--- src/rtl/adder_arb_pkg.sv ---
// -----------------------------------------------------------------------------
// adder_arb_pkg
// Shared definitions for the neuron adder arbiter:
//   state_t : arbiter FSM states (IDLE / ISSUE / RESP)
//   DATA_W  : operand/sum width, fixed by the shared Sklansky adder
//   clog2() : width of the encoded requester ID (at least 1 bit)
// -----------------------------------------------------------------------------
package adder_arb_pkg;

   localparam int DATA_W = 8;

   typedef enum logic [1:0] {
      IDLE  = 2'd0,
      ISSUE = 2'd1,
      RESP  = 2'd2
   } state_t;

   // A one-requester ID still needs a 1-bit field, so never return 0.
   function automatic int clog2(input int n);
      return (n <= 2) ? 1 : $clog2(n);
   endfunction

endpackage : adder_arb_pkg

--- src/rtl/neuron_adder_arbiter_rr_grant.sv ---
// -----------------------------------------------------------------------------
// rr_grant
// Combinational grant picker for the shared-adder arbiter.
//   ADDER_ARB_RR_EN defined   : round-robin, search starts at ptr and wraps.
//   ADDER_ARB_RR_EN undefined : fixed priority, lowest index wins; no ptr port.
// Ports:
//   req_valid [NREQ]  : requesters asking for the adder
//   ptr       [ID_W]  : round-robin start index (round-robin build only)
//   grant     [NREQ]  : one-hot grant, all zero when nobody is valid
//   grant_idx [ID_W]  : encoded index of the granted requester
// -----------------------------------------------------------------------------
module rr_grant
   import adder_arb_pkg::*;
#(
   parameter int NREQ = 4,
   parameter int ID_W = clog2(NREQ)
) (
   input  logic [NREQ-1:0] req_valid,
`ifdef ADDER_ARB_RR_EN
   input  logic [ID_W-1:0] ptr,
`endif
   output logic [NREQ-1:0] grant,
   output logic [ID_W-1:0] grant_idx
);

   always_comb begin
      logic found;
      // NOTE: every variable driven here gets a default first, so no path
      // through the block leaves it unassigned and no latch is inferred.
      grant     = '0;
      grant_idx = '0;
      found     = 1'b0;
`ifdef ADDER_ARB_RR_EN
      // First pass covers ptr..NREQ-1, second pass wraps around to 0..ptr-1.
      for (int i = 0; i < NREQ; i++) begin
         if (!found && req_valid[i] && (ID_W'(i) >= ptr)) begin
            grant[i]  = 1'b1;
            grant_idx = ID_W'(i);
            found     = 1'b1;
         end
      end
      for (int i = 0; i < NREQ; i++) begin
         if (!found && req_valid[i]) begin
            grant[i]  = 1'b1;
            grant_idx = ID_W'(i);
            found     = 1'b1;
         end
      end
`else
      for (int i = 0; i < NREQ; i++) begin
         if (!found && req_valid[i]) begin
            grant[i]  = 1'b1;
            grant_idx = ID_W'(i);
            found     = 1'b1;
         end
      end
`endif
   end

endmodule : rr_grant

--- src/rtl/neuron_adder_arbiter.sv ---
// -----------------------------------------------------------------------------
// neuron_adder_arbiter
// Shares one registered 8-bit adder (1-cycle latency) between NREQ neuron-side
// requesters. One operation runs at a time: accept (IDLE) -> add_start (ISSUE)
// -> response (RESP), so a new operation can start every 3 cycles at best.
// Build option: define ADDER_ARB_RR_EN for round-robin arbitration; otherwise
// fixed priority (lowest index wins).
// Ports:
//   clk, rst         : clock, synchronous active-high reset (also resets adder)
//   req_valid [NREQ] : requester i has an operand pair
//   req_ready [NREQ] : one-hot accept strobe (combinational, IDLE only)
//   req_a/req_b      : NREQ packed operand slices, slice i = requester i
//   rsp_valid [NREQ] : one-hot, sum available for the granted requester
//   rsp_ready [NREQ] : requester consumes the response
//   rsp_sum          : result, pass-through of add_sum
//   add_start        : one-cycle adder start strobe
//   add_a/add_b      : adder operands, hold their last value outside ISSUE
//   add_sum          : registered adder result
// -----------------------------------------------------------------------------
module neuron_adder_arbiter #(
   parameter int NREQ   = 4,
   parameter int DATA_W = 8
) (
   input  logic                   clk,
   input  logic                   rst,
   input  logic [NREQ-1:0]        req_valid,
   output logic [NREQ-1:0]        req_ready,
   input  logic [NREQ*DATA_W-1:0] req_a,
   input  logic [NREQ*DATA_W-1:0] req_b,
   output logic [NREQ-1:0]        rsp_valid,
   input  logic [NREQ-1:0]        rsp_ready,
   output logic [DATA_W-1:0]      rsp_sum,
   output logic                   add_start,
   output logic [DATA_W-1:0]      add_a,
   output logic [DATA_W-1:0]      add_b,
   input  logic [DATA_W-1:0]      add_sum
);

   localparam int ID_W = adder_arb_pkg::clog2(NREQ);
   localparam logic [NREQ-1:0] ONE_HOT_0 = {{(NREQ-1){1'b0}}, 1'b1};

   // The adder is an 8-bit Sklansky tree; any other width cannot be wired.
   if (DATA_W != adder_arb_pkg::DATA_W) begin : g_bad_data_w
      $error("neuron_adder_arbiter: DATA_W must equal adder_arb_pkg::DATA_W");
   end
   if (NREQ < 2 || NREQ > 8) begin : g_bad_nreq
      $error("neuron_adder_arbiter: NREQ must be in 2..8");
   end

   adder_arb_pkg::state_t state_q, state_d;

   logic [NREQ-1:0]   grant;
   logic [ID_W-1:0]   grant_idx;
   logic [ID_W-1:0]   id_q;
   logic              accept;
   logic [DATA_W-1:0] a_sel;
   logic [DATA_W-1:0] b_sel;

   // ---------------------------------------------------------------- grant
`ifdef ADDER_ARB_RR_EN
   logic [ID_W-1:0] ptr_q;

   rr_grant #(.NREQ(NREQ), .ID_W(ID_W)) u_grant (
      .req_valid (req_valid),
      .ptr       (ptr_q),
      .grant     (grant),
      .grant_idx (grant_idx)
   );

   // Next search starts just past the winner, wrapping at NREQ.
   always_ff @(posedge clk) begin
      if (rst) begin
         ptr_q <= '0;
      end else if (accept) begin
         ptr_q <= (grant_idx == ID_W'(NREQ - 1)) ? '0 : grant_idx + ID_W'(1);
      end
   end
`else
   rr_grant #(.NREQ(NREQ), .ID_W(ID_W)) u_grant (
      .req_valid (req_valid),
      .grant     (grant),
      .grant_idx (grant_idx)
   );
`endif

   // One-hot grant drives an AND-OR mux over the packed operand slices.
   always_comb begin
      a_sel = '0;
      b_sel = '0;
      for (int i = 0; i < NREQ; i++) begin
         if (grant[i]) begin
            a_sel = req_a[i*DATA_W +: DATA_W];
            b_sel = req_b[i*DATA_W +: DATA_W];
         end
      end
   end

   // ------------------------------------------------------------------ FSM
   always_ff @(posedge clk) begin
      // NOTE: sequential state uses non-blocking assignment so every register
      // updates from the pre-edge values, independent of statement order.
      if (rst) begin
         state_q <= adder_arb_pkg::IDLE;
      end else begin
         state_q <= state_d;
      end
   end

   always_comb begin
      state_d   = state_q;
      req_ready = '0;
      accept    = 1'b0;
      unique case (state_q)
         adder_arb_pkg::IDLE: begin
            // Suppressed while rst is high so nothing is accepted in reset.
            if (!rst && (|grant)) begin
               req_ready = grant;
               accept    = 1'b1;
               state_d   = adder_arb_pkg::ISSUE;
            end
         end
         adder_arb_pkg::ISSUE: begin
            state_d = adder_arb_pkg::RESP;
         end
         adder_arb_pkg::RESP: begin
            // Only the granted requester's rsp_ready can close the response.
            if (rsp_ready[id_q]) begin
               state_d = adder_arb_pkg::IDLE;
            end
         end
         default: begin
            state_d = adder_arb_pkg::IDLE;
         end
      endcase
   end

   // ------------------------------------------------------ output registers
   // add_a/add_b double as the latched operand registers: loaded on accept,
   // presented during ISSUE, and simply held afterwards.
   always_ff @(posedge clk) begin
      // NOTE: the datapath registers are reset too because add_a/add_b are
      // visible outputs that must read zero after reset.
      if (rst) begin
         id_q      <= '0;
         add_a     <= '0;
         add_b     <= '0;
         add_start <= 1'b0;
         rsp_valid <= '0;
      end else begin
         add_start <= (state_d == adder_arb_pkg::ISSUE);
         rsp_valid <= (state_d == adder_arb_pkg::RESP) ? (ONE_HOT_0 << id_q) : '0;
         if (accept) begin
            id_q  <= grant_idx;
            add_a <= a_sel;
            add_b <= b_sel;
         end
      end
   end

   // add_sum is stable during RESP because no new start is issued there.
   assign rsp_sum = add_sum;

endmodule : neuron_adder_arbiter
--- config.mk ---
export PLATFORM = sky130hd
export DESIGN_NAME = neuron_adder_arbiter
export DESIGN_NICKNAME = d
export VERILOG_FILES = /design/src/rtl/adder_arb_pkg.sv /design/src/rtl/neuron_adder_arbiter_rr_grant.sv /design/src/rtl/neuron_adder_arbiter.sv
export SDC_FILE = /design/constraint.sdc
export NUM_CORES = 1
export LEC_CHECK = 0
export CAP_MARGIN = 20
export CORE_MARGIN = 5
export CORE_UTILIZATION = 59
export DETAILED_ROUTE_END_ITERATION = 6
export DONT_BUFFER_PORTS = 1
export HOLD_SLACK_MARGIN = 0.05
export PLACE_DENSITY_LB_ADDON = 0.2
export SYNTH_ARGS = -nofsm -noshare
export SYNTH_HDL_FRONTEND = slang
export SYNTH_SLANG_ARGS = --single-unit
--- constraint.sdc ---
create_clock -name clk -period 2.7 [get_ports clk]
set_clock_uncertainty 0.1 [all_clocks]
set_input_delay 0.27 -clock clk [delete_from_list [all_inputs] [get_ports clk]]
set_output_delay 0.27 -clock clk [all_outputs]
set_load 0.03 [all_outputs]
==> results.yml <==
floorplan:
  initial_core_util_pct: 62.9
  die_y_um: 59.0
  pin_count: 115
  die_x_um: 59.0
  core_um2: 2250
  fp-row-count: 17
  dieArea_um2: 3490
power:
  p_int_w: 0.000554
  seq_power_share_pct: 59.0
  switching_share_pct: 37.9
  p_leak_nw: 0.505
  clockPowerShare_pct: 19.6
  p_switching_w: 0.000338
  power_w: 0.000892
  powerDensity_nw_per_um2: 621
  vdd_drop_max_v: 0.000353
  power_frac_comb_pct: 21.4
grt:
  grt_pass1_wl_um: 6590
  antenna_found_initial: 0
  grt_pass1_vias: 1469
  groute.usage.overall_pct: 24.2
  grt_max_degree: 26
  grt_overflow: 0
timing:
  slew_headroom_pct: 36.2
  tns_ns: 0
  setup_viol: 0
  min_period_over_period_pct: 85.4
  rsz0062_at_grt: "no"
  max_freq_mhz: 434
  worst_slew_pin_slew_ns: 0.954
  final-max-slew-violation-count: 0
  period_minus_slack_ns: 2.30
  hold_violations: 0
logic_synthesis:
  yosys_warnings: 0
  synth_fp_nets: 249
  syn_avg_cell_area_um2: 8.50
  yosysSeqAreaShare_pct: 35.3
  synthCells: 167
  ys_ff_latch: 25
  netlist_area_um2: 1420
  synth.distinct_cells: 29
cells_and_area:
  fin_cells: 187
  finalNetCount: 242
  synthToLayoutAreaGrowth_pct: 1.32
  num_antenna_cells: 0
  drive_gt1_share_pct: 8.18
  num-fill-cells: 190
critical_path:
  path_cells: "dlygate4sd3_1, nor2_1, and3_1"
  startpoint_type: "input pin"
  crit_path_start: "rst"
  endpoint_kind: "output port"
  r2r-start: "state_q[1]$_SDFF_PP0_"
  required_ns: 2.33
  reg2regPathDepth: 3
  critPathMaxFanout: 25
  cpLargestDelayFamily: "buffers and inverters"
  slowest_stage: "dlygate4sd3_1"
  r2r-end: "add_b[6]$_SDFFE_PP0P_"
  path_buf_inv: 1
  cp_data_arrival_time_ns: 1.93
  crit_type: "input pin to output port"
  rrSetupSlack_ns: 1.15
  max_stage_delay_ns: 1.16
worst_hold_path:
  min_to: "add_b[7]$_SDFFE_PP0P_"
  min_from: "req_b[31]"
  hold_class: "input pin to flip-flop"
  hold_path_depth: 2
drt:
  drt-met1-wl_um: 1560
  wl_met3_um: 594
  first_iter_violations: 63
  ant_nets: 0
  viasPerCell: 7.05
  vias: 1319
  routed_wl_um: 4280
  wl_per_cell_um: 22.9
  top_layer: "met4"
  drt_pass1_iterations: 4
  drc: 0
  dr_wl_met2_um: 2080
place:
  dp_hpwl_um: 3240
  gp_congestion: 0.761
  io_buffers: 0
  dp.cells: 176
clock_network:
  cts_resized: 0
  clk_latency_ns: 0.31
  cts_tree: "done"
  cts_made_buffers: 3
  cts.path.max_buffers: 2
  htreeDepth: 1
  cts_setup_buffers: 0
  root_buffer: "clkbuf_4"
  clk_pin_slew_ns: 0.15
  cts_hold_buffers: 5
  clock_sinks: 25
flow_run:
  maxCapViolCount: 0
status:
  status: "finished, final reports clean"
## flip-flops by register name (all words and copies together), names as in the netlist
signal     cells
add_a          8
add_b          8
rsp_valid      4
add_start      1
state_q        2
id_q           2
## metrics by stage
step	hold slack [ns]	area, µm²	setup WS (ns)	util (%)
detailed placement	0.247	1340	0.815	59.3
global route	0.0597	1440	0.310	63.8
finish	0.0584	1440	0.395	63.8
CTS	0.0560	1420	0.428	62.9
global placement	0.246	1340	0.885	59.3
floorplan	0.333	1420	0.602	-
## cell usage in the layout, fill, tap and decap left out
| cell type | instances |
|---|---|
| inv_1 | 1 |
| o21ai_1 | 1 |
| nor2_4 | 1 |
| o211ai_1 | 1 |
| nor4b_1 | 2 |
| and3_1 | 1 |
| a211oi_1 | 16 |
| dfxtp_1 | 25 |
| nand2_1 | 4 |
| mux4_2 | 1 |
| nor3b_1 | 1 |
| a221o_1 | 15 |
| nor4_1 | 2 |
| clkinvlp_4 | 1 |
| nor4b_4 | 1 |
| clkbuf_4 | 3 |
| nor2b_1 | 4 |
| a211oi_2 | 1 |
| a311oi_1 | 3 |
| o21ai_0 | 15 |
| nor3_1 | 3 |
| buf_4 | 5 |
| dlygate4sd3_1 | 7 |
| nand2b_1 | 1 |
| a21oi_1 | 15 |
| nor2_1 | 25 |
| nand3b_1 | 2 |
| a211o_1 | 2 |
## kinds of logic after synthesis
group | after synthesis | synth area share (%)
AND/OR/NAND/NOR | 47 | 17.5
buffers and inverters | 25 | 11.1
multiplexers | 1 | 1.59
AO/OA/AOI/OAI | 69 | 34.5
flip-flops | 25 | 35.3
## power groups by stage
stage / registers, W / logic (W) / clock network [W]
3_3_place_gp: 0.000533 / 0.000166 / 0
5_1_grt: 0.000533 / 0.000215 / 0.000190
2_1_floorplan: 0.000520 / 0.000193 / 0
6_report: 0.000526 / 0.000191 / 0.000175
3_5_place_dp: 0.000536 / 0.000176 / 0
4_1_cts: 0.000527 / 0.000188 / 0.000174
## worst max-delay path by stage
stage | to | cells after the start
6_report | req_ready[2] | 3
5_1_grt | req_ready[2] | 3
4_1_cts | req_ready[2] | 3
3_5_place_dp | req_ready[2] | 4
3_3_place_gp | req_ready[2] | 4
2_1_floorplan | req_ready[0] | 4
## cell type report
cell class / instances / area, µm² / area share, %
timing repair buffer: 12 / 108 / 7.48
sequential: 25 / 500 / 34.8
clock inverter: 1 / 7.51 / 0.522
inverter: 1 / 3.75 / 0.261
tap: 28 / 35.0 / 2.44
multi-input combinational: 117 / 761 / 52.9
clock buffer: 3 / 22.5 / 1.57
## Yosys cell counts (all sizes together)
library cell | n | area [µm²]
nor2 | 26 | 105
nor4 | 2 | 12.5
nand3b | 2 | 15.0
inv | 1 | 3.75
nor2b | 4 | 25.0
o21ai | 16 | 80.1
nand2 | 4 | 15.0
dfxtp | 25 | 500
a311oi | 3 | 26.3
o211ai | 1 | 7.51
clkbuf | 8 | 31.3
mux4 | 1 | 22.5
buf | 16 | 123
a221o | 15 | 150
a211oi | 17 | 133
nand2b | 1 | 6.26
a211o | 2 | 17.5
and3 | 1 | 6.26
nor3b | 1 | 7.51
nor3 | 3 | 15.0
a21oi | 15 | 75.1
nor4b | 3 | 41.3
## worst register-to-register path: cells and delay by family (launching register included)
family | cells | cell delay (ns)
AOI/OAI and AO/OA | 3 | 0.92
DFF | 1 | 0.45
## per-layer routing
| metal | vias to the layer above | GRT usage, % |
|---|---|---|
| li1 | 607 | - |
| met1 | 609 | 24.2 |
| met2 | 97 | 43.4 |
| met3 | 6 | 10.9 |
| met4 | 0 | 9.39 |
| met5 | - | 0 |
(Power assumes the default switching activity.)
